$ cat src/rtl/type1_dmmrx_wr.sv
// -----------------------------------------------------------------------------
// type1_dmmrx_wr
//   Receive-side frame writer for the TYPE1 receive data memory
//   (1K x 18 TPRAM organised as 16 channels x 64 words).
//   Parses a header word, buffers up to MAX_LEN payload words and checks a
//   16-bit additive checksum. A good frame is written into its channel's
//   64-word region as a burst; a bad frame is discarded without touching
//   memory. Saturating counters track good and dropped frames.
//
// Frame on the rx stream:
//   header (rx_sof=1): [17:16] ex_box, [15:12] chn, [11:6] LEN, [5:0] unused
//   LEN payload words
//   checksum (rx_eof=1): [15:0] = sum of payload[15:0] mod 2^16, [17:16] unused
//
// Handshake: a word is transferred on a rising clk_100m edge where
//   rx_vld & rx_rdy is 1. The source must hold rx_vld/rx_sof/rx_eof/rx_data
//   stable until that transfer; rx_rdy does not depend on rx_vld.
//
// Ports:
//   clk_100m     in   system clock
//   rst_100m     in   asynchronous reset, active-low
//   rx_vld       in   input word valid
//   rx_sof       in   first word of frame (header)
//   rx_eof       in   last word of frame (checksum)
//   rx_data      in   18-bit input word
//   rx_rdy       out  ready to accept an input word (IDLE / PAYLOAD only)
//   ex_box_num   out  expansion box of the frame being committed
//   wr_en        out  memory write strobe, one word per cycle
//   wr_addr      out  memory write address {chn, offset}
//   wr_data      out  memory write data
//   frm_done     out  1-cycle pulse: frame committed
//   frm_err      out  1-cycle pulse: frame dropped
//   err_code     out  cause of last drop: 0 length, 1 sof/eof framing, 2 checksum
//   frm_ok_cnt   out  good frames, saturating
//   frm_err_cnt  out  dropped frames, saturating
//   dbg_state    out  current FSM state (0 IDLE,1 PAYLOAD,2 CHECK,3 COMMIT,4 DROP)
// -----------------------------------------------------------------------------
module type1_dmmrx_wr #(
  parameter logic [5:0] MAX_LEN = 6'd63,
  parameter int         CNT_W   = 16
) (
  input  logic             clk_100m,
  input  logic             rst_100m,
  input  logic             rx_vld,
  input  logic             rx_sof,
  input  logic             rx_eof,
  input  logic [17:0]      rx_data,
  output logic             rx_rdy,
  output logic [1:0]       ex_box_num,
  output logic             wr_en,
  output logic [9:0]       wr_addr,
  output logic [17:0]      wr_data,
  output logic             frm_done,
  output logic             frm_err,
  output logic [1:0]       err_code,
  output logic [CNT_W-1:0] frm_ok_cnt,
  output logic [CNT_W-1:0] frm_err_cnt,
  output logic [2:0]       dbg_state
);

  typedef enum logic [2:0] {
    S_IDLE    = 3'd0,
    S_PAYLOAD = 3'd1,
    S_CHECK   = 3'd2,
    S_COMMIT  = 3'd3,
    S_DROP    = 3'd4
  } state_t;

  localparam logic [1:0] ERR_LEN  = 2'd0;
  localparam logic [1:0] ERR_FRM  = 2'd1;
  localparam logic [1:0] ERR_CKS  = 2'd2;

  state_t state, state_nx;

  // Latched header and payload bookkeeping
  logic [1:0]  hdr_ex;
  logic [3:0]  hdr_chn;
  logic [5:0]  hdr_len;
  logic [15:0] sum;
  logic [15:0] cks;
  logic [5:0]  idx;      // next payload slot; equals hdr_len when checksum is due
  logic [5:0]  wr_cnt;   // next commit offset while in COMMIT

  // Payload buffer. 64 entries so any 6-bit index is in range; the top entry
  // is never written because idx < LEN <= 63 whenever a word is stored.
  logic [17:0] buf_mem [0:63];

  logic        acc;
  logic        len_bad;
  logic        buf_we;
  logic [1:0]  drop_code;
  logic [5:0]  rd_off;

  // Next values of the registered outputs
  logic             wr_en_d;
  logic [9:0]       wr_addr_d;
  logic [17:0]      wr_data_d;
  logic [1:0]       ex_box_d;
  logic             frm_done_d;
  logic             frm_err_d;
  logic [1:0]       err_code_d;
  logic [CNT_W-1:0] ok_cnt_d;
  logic [CNT_W-1:0] err_cnt_d;

  assign rx_rdy    = (state == S_IDLE) || (state == S_PAYLOAD);
  assign acc       = rx_vld & rx_rdy;
  assign len_bad   = (rx_data[11:6] == 6'd0) || (rx_data[11:6] > MAX_LEN);
  assign dbg_state = state;

  // Payload words are stored only for slots before the checksum position and
  // only when the word is a plain data word (no sof/eof).
  assign buf_we = (state == S_PAYLOAD) && acc && !rx_sof && !rx_eof &&
                  (idx != hdr_len);

  // -------------------------------------------------------------------------
  // FSM: state register
  // -------------------------------------------------------------------------
  always_ff @(posedge clk_100m or negedge rst_100m) begin
    if (!rst_100m) begin
      state <= S_IDLE;
    end else begin
      state <= state_nx;
    end
  end

  // -------------------------------------------------------------------------
  // FSM: next state and drop cause
  // -------------------------------------------------------------------------
  always_comb begin
    state_nx  = state;
    drop_code = ERR_LEN;
    case (state)
      S_IDLE: begin
        // Non-sof words are ignored here; a length fault outranks sof+eof.
        if (acc && rx_sof) begin
          if (len_bad) begin
            state_nx  = S_DROP;
            drop_code = ERR_LEN;
          end else if (rx_eof) begin
            state_nx  = S_DROP;
            drop_code = ERR_FRM;
          end else begin
            state_nx = S_PAYLOAD;
          end
        end
      end
      S_PAYLOAD: begin
        if (acc) begin
          if (rx_sof) begin
            state_nx  = S_DROP;
            drop_code = ERR_FRM;
          end else if (idx == hdr_len) begin
            if (rx_eof) begin
              state_nx = S_CHECK;
            end else begin
              state_nx  = S_DROP;
              drop_code = ERR_FRM;
            end
          end else if (rx_eof) begin
            state_nx  = S_DROP;
            drop_code = ERR_FRM;
          end
        end
      end
      S_CHECK: begin
        if (sum == cks) begin
          state_nx = S_COMMIT;
        end else begin
          state_nx  = S_DROP;
          drop_code = ERR_CKS;
        end
      end
      S_COMMIT: begin
        if (wr_cnt == hdr_len) begin
          state_nx = S_IDLE;
        end
      end
      S_DROP: begin
        state_nx = S_IDLE;
      end
      default: begin
        state_nx = S_IDLE;
      end
    endcase
  end

  // -------------------------------------------------------------------------
  // FSM: output decode. Outputs are computed from the transition so they are
  // registered yet line up with the state they belong to: wr_en is high for
  // exactly the LEN COMMIT cycles, frm_err during the DROP cycle, frm_done in
  // the first IDLE cycle after the last write.
  // -------------------------------------------------------------------------
  assign rd_off = (state == S_CHECK) ? 6'd0 : wr_cnt;

  always_comb begin
    wr_en_d    = 1'b0;
    wr_addr_d  = wr_addr;
    wr_data_d  = wr_data;
    ex_box_d   = ex_box_num;
    frm_done_d = 1'b0;
    frm_err_d  = 1'b0;
    err_code_d = err_code;
    ok_cnt_d   = frm_ok_cnt;
    err_cnt_d  = frm_err_cnt;

    if (state_nx == S_COMMIT) begin
      wr_en_d   = 1'b1;
      wr_addr_d = {hdr_chn, rd_off};
      wr_data_d = buf_mem[rd_off];
      ex_box_d  = hdr_ex;
    end

    if ((state == S_COMMIT) && (state_nx == S_IDLE)) begin
      frm_done_d = 1'b1;
      if (frm_ok_cnt != {CNT_W{1'b1}}) begin
        ok_cnt_d = frm_ok_cnt + 1'b1;
      end
    end

    if (state_nx == S_DROP) begin
      frm_err_d  = 1'b1;
      err_code_d = drop_code;
      if (frm_err_cnt != {CNT_W{1'b1}}) begin
        err_cnt_d = frm_err_cnt + 1'b1;
      end
    end
  end

  // -------------------------------------------------------------------------
  // Output registers
  // -------------------------------------------------------------------------
  always_ff @(posedge clk_100m or negedge rst_100m) begin
    if (!rst_100m) begin
      wr_en       <= 1'b0;
      wr_addr     <= '0;
      wr_data     <= '0;
      ex_box_num  <= '0;
      frm_done    <= 1'b0;
      frm_err     <= 1'b0;
      err_code    <= '0;
      frm_ok_cnt  <= '0;
      frm_err_cnt <= '0;
    end else begin
      wr_en       <= wr_en_d;
      wr_addr     <= wr_addr_d;
      wr_data     <= wr_data_d;
      ex_box_num  <= ex_box_d;
      frm_done    <= frm_done_d;
      frm_err     <= frm_err_d;
      err_code    <= err_code_d;
      frm_ok_cnt  <= ok_cnt_d;
      frm_err_cnt <= err_cnt_d;
    end
  end

  // -------------------------------------------------------------------------
  // Header, checksum accumulation and commit offset
  // -------------------------------------------------------------------------
  always_ff @(posedge clk_100m or negedge rst_100m) begin
    if (!rst_100m) begin
      hdr_ex  <= '0;
      hdr_chn <= '0;
      hdr_len <= '0;
      sum     <= '0;
      cks     <= '0;
      idx     <= '0;
      wr_cnt  <= '0;
    end else begin
      if ((state == S_IDLE) && acc && rx_sof) begin
        hdr_ex  <= rx_data[17:16];
        hdr_chn <= rx_data[15:12];
        hdr_len <= rx_data[11:6];
        sum     <= '0;
        idx     <= '0;
      end

      if (buf_we) begin
        sum <= sum + rx_data[15:0];
        idx <= idx + 6'd1;
      end

      if ((state == S_PAYLOAD) && (state_nx == S_CHECK)) begin
        cks <= rx_data[15:0];
      end

      // Offset 0 is issued on the CHECK->COMMIT edge, so COMMIT starts at 1.
      if (state == S_CHECK) begin
        wr_cnt <= 6'd1;
      end else if ((state == S_COMMIT) && (state_nx == S_COMMIT)) begin
        wr_cnt <= wr_cnt + 6'd1;
      end
    end
  end

  // Payload buffer: storage only, no reset needed
  always_ff @(posedge clk_100m) begin
    if (buf_we) begin
      buf_mem[idx] <= rx_data;
    end
  end

endmodule
$ cat config.mk
export PLATFORM = sky130hd
export DESIGN_NAME = type1_dmmrx_wr
export DESIGN_NICKNAME = d
export VERILOG_FILES = /design/src/rtl/type1_dmmrx_wr.sv
export SDC_FILE = /design/constraint.sdc
export NUM_CORES = 2
export LEC_CHECK = 0
export ABC_AREA = 1
export CORE_MARGIN = 2
export CORE_UTILIZATION = 35
export DETAILED_ROUTE_END_ITERATION = 8
export DONT_BUFFER_PORTS = 1
export PLACE_DENSITY = 0.59
export SETUP_SLACK_MARGIN = 0.02
export SLEW_MARGIN = 40
export SYNTH_ARGS = -nofsm -noshare
export SYNTH_HDL_FRONTEND = slang
export SYNTH_SLANG_ARGS = --single-unit
$ cat constraint.sdc
create_clock -name clk_100m -period 2.83 [get_ports clk_100m]
set_input_delay 0.4245 -clock clk_100m [delete_from_list [all_inputs] [get_ports clk_100m]]
set_output_delay 0.4245 -clock clk_100m [all_outputs]
set_load 0.05 [all_outputs]
==> run summary <==
## Pwr
- Design Power: 56700 uW
- static leakage: 0.0250 uW
- Power per Cell Area: 878 mW/mm^2
- switching share of power: 35.2%
- peak supply drop: 0.675 mV
- internal power summed over all cells: 36800 uW
- Sequential Power Share: 39.6%
- net load switching power: 19900 uW
- proportion of power drawn by the clock network: 30.8%
- portion of total power attributed to combinational logic: 29.5%

## Synthesis
- synthesized instance count: 5243
- most instantiated library cell after synthesis: nand2_1
- portion of synthesized cell area occupied by the leading cell type: 62.5%
- largest cells by area after synthesis: edfxtp_1, nand2_1, nand3_1, dfrtp_1, buf_2
- Warnings, synthesis: 0
- ranking of synthesized cells by instance count: nand2_1, edfxtp_1, nand3_1
- Async SR Flop Fraction: 9.86%
- area of the mapped netlist: 0.0553 sq mm
- #FFs+latches synth: 1278
- total nets after synthesis: 5286
- count of distinct cell types in the synthesized netlist: 41
- flip-flop cell with the highest count after synthesis: edfxtp_1
- Mean Syn Cell Area: 10.6 sq um
- share of the yosys chip area belonging to registers: 68.2%
- Post-synth EDFFs: 1152
- cell taking the most area after synthesis: edfxtp_1

## Final layout
- Layout area overhead: 16.7%
- Post-Layout Cell Count: 7476
- FF/Latch Area: 0.0378 sq mm
- layout net count: 5367
- combined area of the multi-input logic cells: 0.0160 sq mm
- fill cell instance count of the final layout: 14700
- fraction of final layout cells with drive strength greater than 1: 10.5%

## Global routing
- GRT Overall Usage: 20.5%
- antenna violations before repair: 4
- largest net degree at the start of global routing: 127
- wire length of the first global-routing pass: 249000 um
- number of global-route vias before repair: 37400
- Overflow after GRT: 0

## Setup path
- slowest stage cell, crit path: dfrtp_2
- worst-path fanout max: 25
- required time reported for the critical path endpoint: 3.52 ns
- endpoint of the most critical register-to-register path: wr_data[16]
- slack of the worst reg-to-reg path: 0.11 ns
- CP Launch Type: flip-flop
- Largest stage delay, worst path: 0.47 ns
- number of buffer and inverter stages on the critical path: 4
- endpoint class of the critical path: flip-flop
- reg-to-reg critical path startpoint: dbg_state[2]
- critical path, cell by cell: nor2_4, nand2_8, buf_4, inv_2, nor2_4, inv_2, buf_4, nand3_1, nand3_1, nand3_1, nand2_1, nand2_1, nand2_1
- Crit path depth: 13
- Worst R2R Path Depth: 13
- kind of critical path: flip-flop to flip-flop
- worst path arrival time: 3.41 ns
- category of cells accounting for the largest share of critical-path delay: simple AND/OR/NAND/NOR gates

## STA
- post-route fraction of the period consumed by the critical path: 96.0%
- max-slew violation total from the final report: 0
- Highest Clock Rate: 368 MHz
- sum of negative setup slack: 0 ns
- setup repair after global routing missed its margin: false
- final setup violation count: 0
- number of hold violations in the final report: 126
- slew at the pin closest to its max-slew limit: 0.781 ns
- Max-Slew Margin vs Limit: 47.8%
- worst clock skew: 0.0257 ns
- Post-Route Hold Slack: -0.631 ns
- time the worst path needs with I/O delays and setup: 2.72 ns

## Outcome
- failing checks: negative hold slack
- result of the run: finished, violations left

## Drt
- residual DRC count: 0
- number of DRC violations after detailed-routing iteration 0: 4462
- WL per Instance: 22.6 um
- count of TritonRoute iterations in the first routing pass: 6
- via count: 39200
- Antenna Violating Nets Remaining: 0
- WL final: 169000 um
- vias per cell: 5.24

## Clocking
- clock tree from TritonCTS: done
- buffer cell driving the clock tree root: clkbuf_16
- hold bufs inserted after CTS: 23
- htree depth: 4
- Sink Count: 1278
- deepest clock path buffer count: 3
- Worst-path clk slew: 0.06 ns
- clock insertion delay at the later pin of the skew report: 0.77 ns
- number of clock buffers inserted by TritonCTS: 134

## Die
- Cell Rows: 145
- area of the core region: 0.157 sq mm
- chip height: 402 um
- die area: 0.161 sq mm
- initial standard-cell utilization of the core: 35.3%
- die span in x: 402 um
- boundary pin count: 94

## Placed design
- count of placed standard cells including taps: 7212
- Port Buf Inserts: 0
- routability cong.: 0.915
- DPL Wire Length: 93800 um

## Hold path
- type of the most critical hold path: primary input to async pin

## Run
- number of maximum-capacitance constraint violations: 0

power by group through the flow:
stage | sequential, uW | clock, uW | combinational [uW]
after global routing | 22500 | 18400 | 18600
after global placement | 22800 | 0 | 15700
after detailed placement | 22800 | 0 | 15800
after CTS | 22500 | 17700 | 16400
after floorplan | 22800 | 0 | 10700
final | 22500 | 17500 | 16800
per-layer routing:
layer / part of all wire [%] / global-route usage, % / vias up
li1: - / - / 18200
met1: 40 / 26.9 / 19200
met2: 49 / 34.1 / 1450
met3: 7.4 / 3.22 / 272
met4: 3.8 / 8.14 / 0
met5: 0 / 0 / -
repair_timing:
item | 4_1_cts | 5_1_grt
setup buffers | 0 | 7
setup endpoints to repair | 0 | 80
endpoints found under the hold margin | 1311 | 126
resized for setup | 0 | 14
stage by stage:
step                      util (%)  cell area [sq um]  setup slack (ns)
after global placement        38.0              59500            0.0781
final                         41.2              64600             0.112
after detailed placement      38.0              59500            0.0977
after floorplan                  -              55900           -0.0351
after CTS                     41.1              64300            0.0923
after global routing          41.2              64600            0.0192
logic make-up (layout without fill, tap and decap cells):
logic type,count (synthesis),after routing,share of synthesized area [%]
adder cells (fa/ha/maj),20,20,0.466
flip-flops,1278,1278,68.2
AND/OR/NAND/NOR,3283,3283,25.4
buffers and inverters,491,665,3.91
other,0,1,0
XOR/XNOR,39,39,0.617
AO/OA/AOI/OAI,132,132,1.44
worst max-delay path by stage:
| stage | start | end | slack, ns |
|---|---|---|---|
| 6_report | dbg_state[2] | wr_data[16] | 0.11 |
| 5_1_grt | dbg_state[2] | wr_data[7] | 0.02 |
| 4_1_cts | dbg_state[2] | wr_data[17] | 0.09 |
| 3_5_place_dp | dbg_state[2] | wr_data[1] | 0.1 |
| 3_3_place_gp | dbg_state[2] | wr_data[1] | 0.08 |
| 2_1_floorplan | dbg_state[1] | buf_mem[63][0] | -0.04 |
state kept, by name (all words and copies together), names as in the netlist:
register     cells
buf_mem       1152
cks             16
dbg_state        3
err_code         2
ex_box_num       2
frm_done         1
frm_err          1
frm_err_cnt     16
frm_ok_cnt      16
hdr_chn          4
hdr_ex           2
hdr_len          6
idx              6
sum             16
wr_addr         10
wr_cnt           6
wr_data         18
wr_en            1
area by class of cell:
| type | instances | share of cell area, % |
|---|---|---|
| clock buffers | 173 | 5.71 |
| diodes | 1 | 0.00388 |
| repair buffers | 273 | 5.12 |
| well taps | 2058 | 3.99 |
| multi-input cells | 3474 | 24.9 |
| inverters | 163 | 0.963 |
| clock inverters | 56 | 0.897 |
| flip-flops and latches | 1278 | 58.5 |
placed cells by master (no fill, tap or decap), types with 26 or more instances in the layout:
master        n
dfrtp_1     123
inv_1       146
clkbuf_1     26
edfxtp_1   1152
buf_4       183
nand2_1    1933
nor2_4       61
clkbuf_16   143
buf_12       53
o21ai_0      49
xor2_1       32
o211ai_1     36
nor2_1       70
nand3_1    1120
Note: power is estimated with default switching activity, not from simulation.
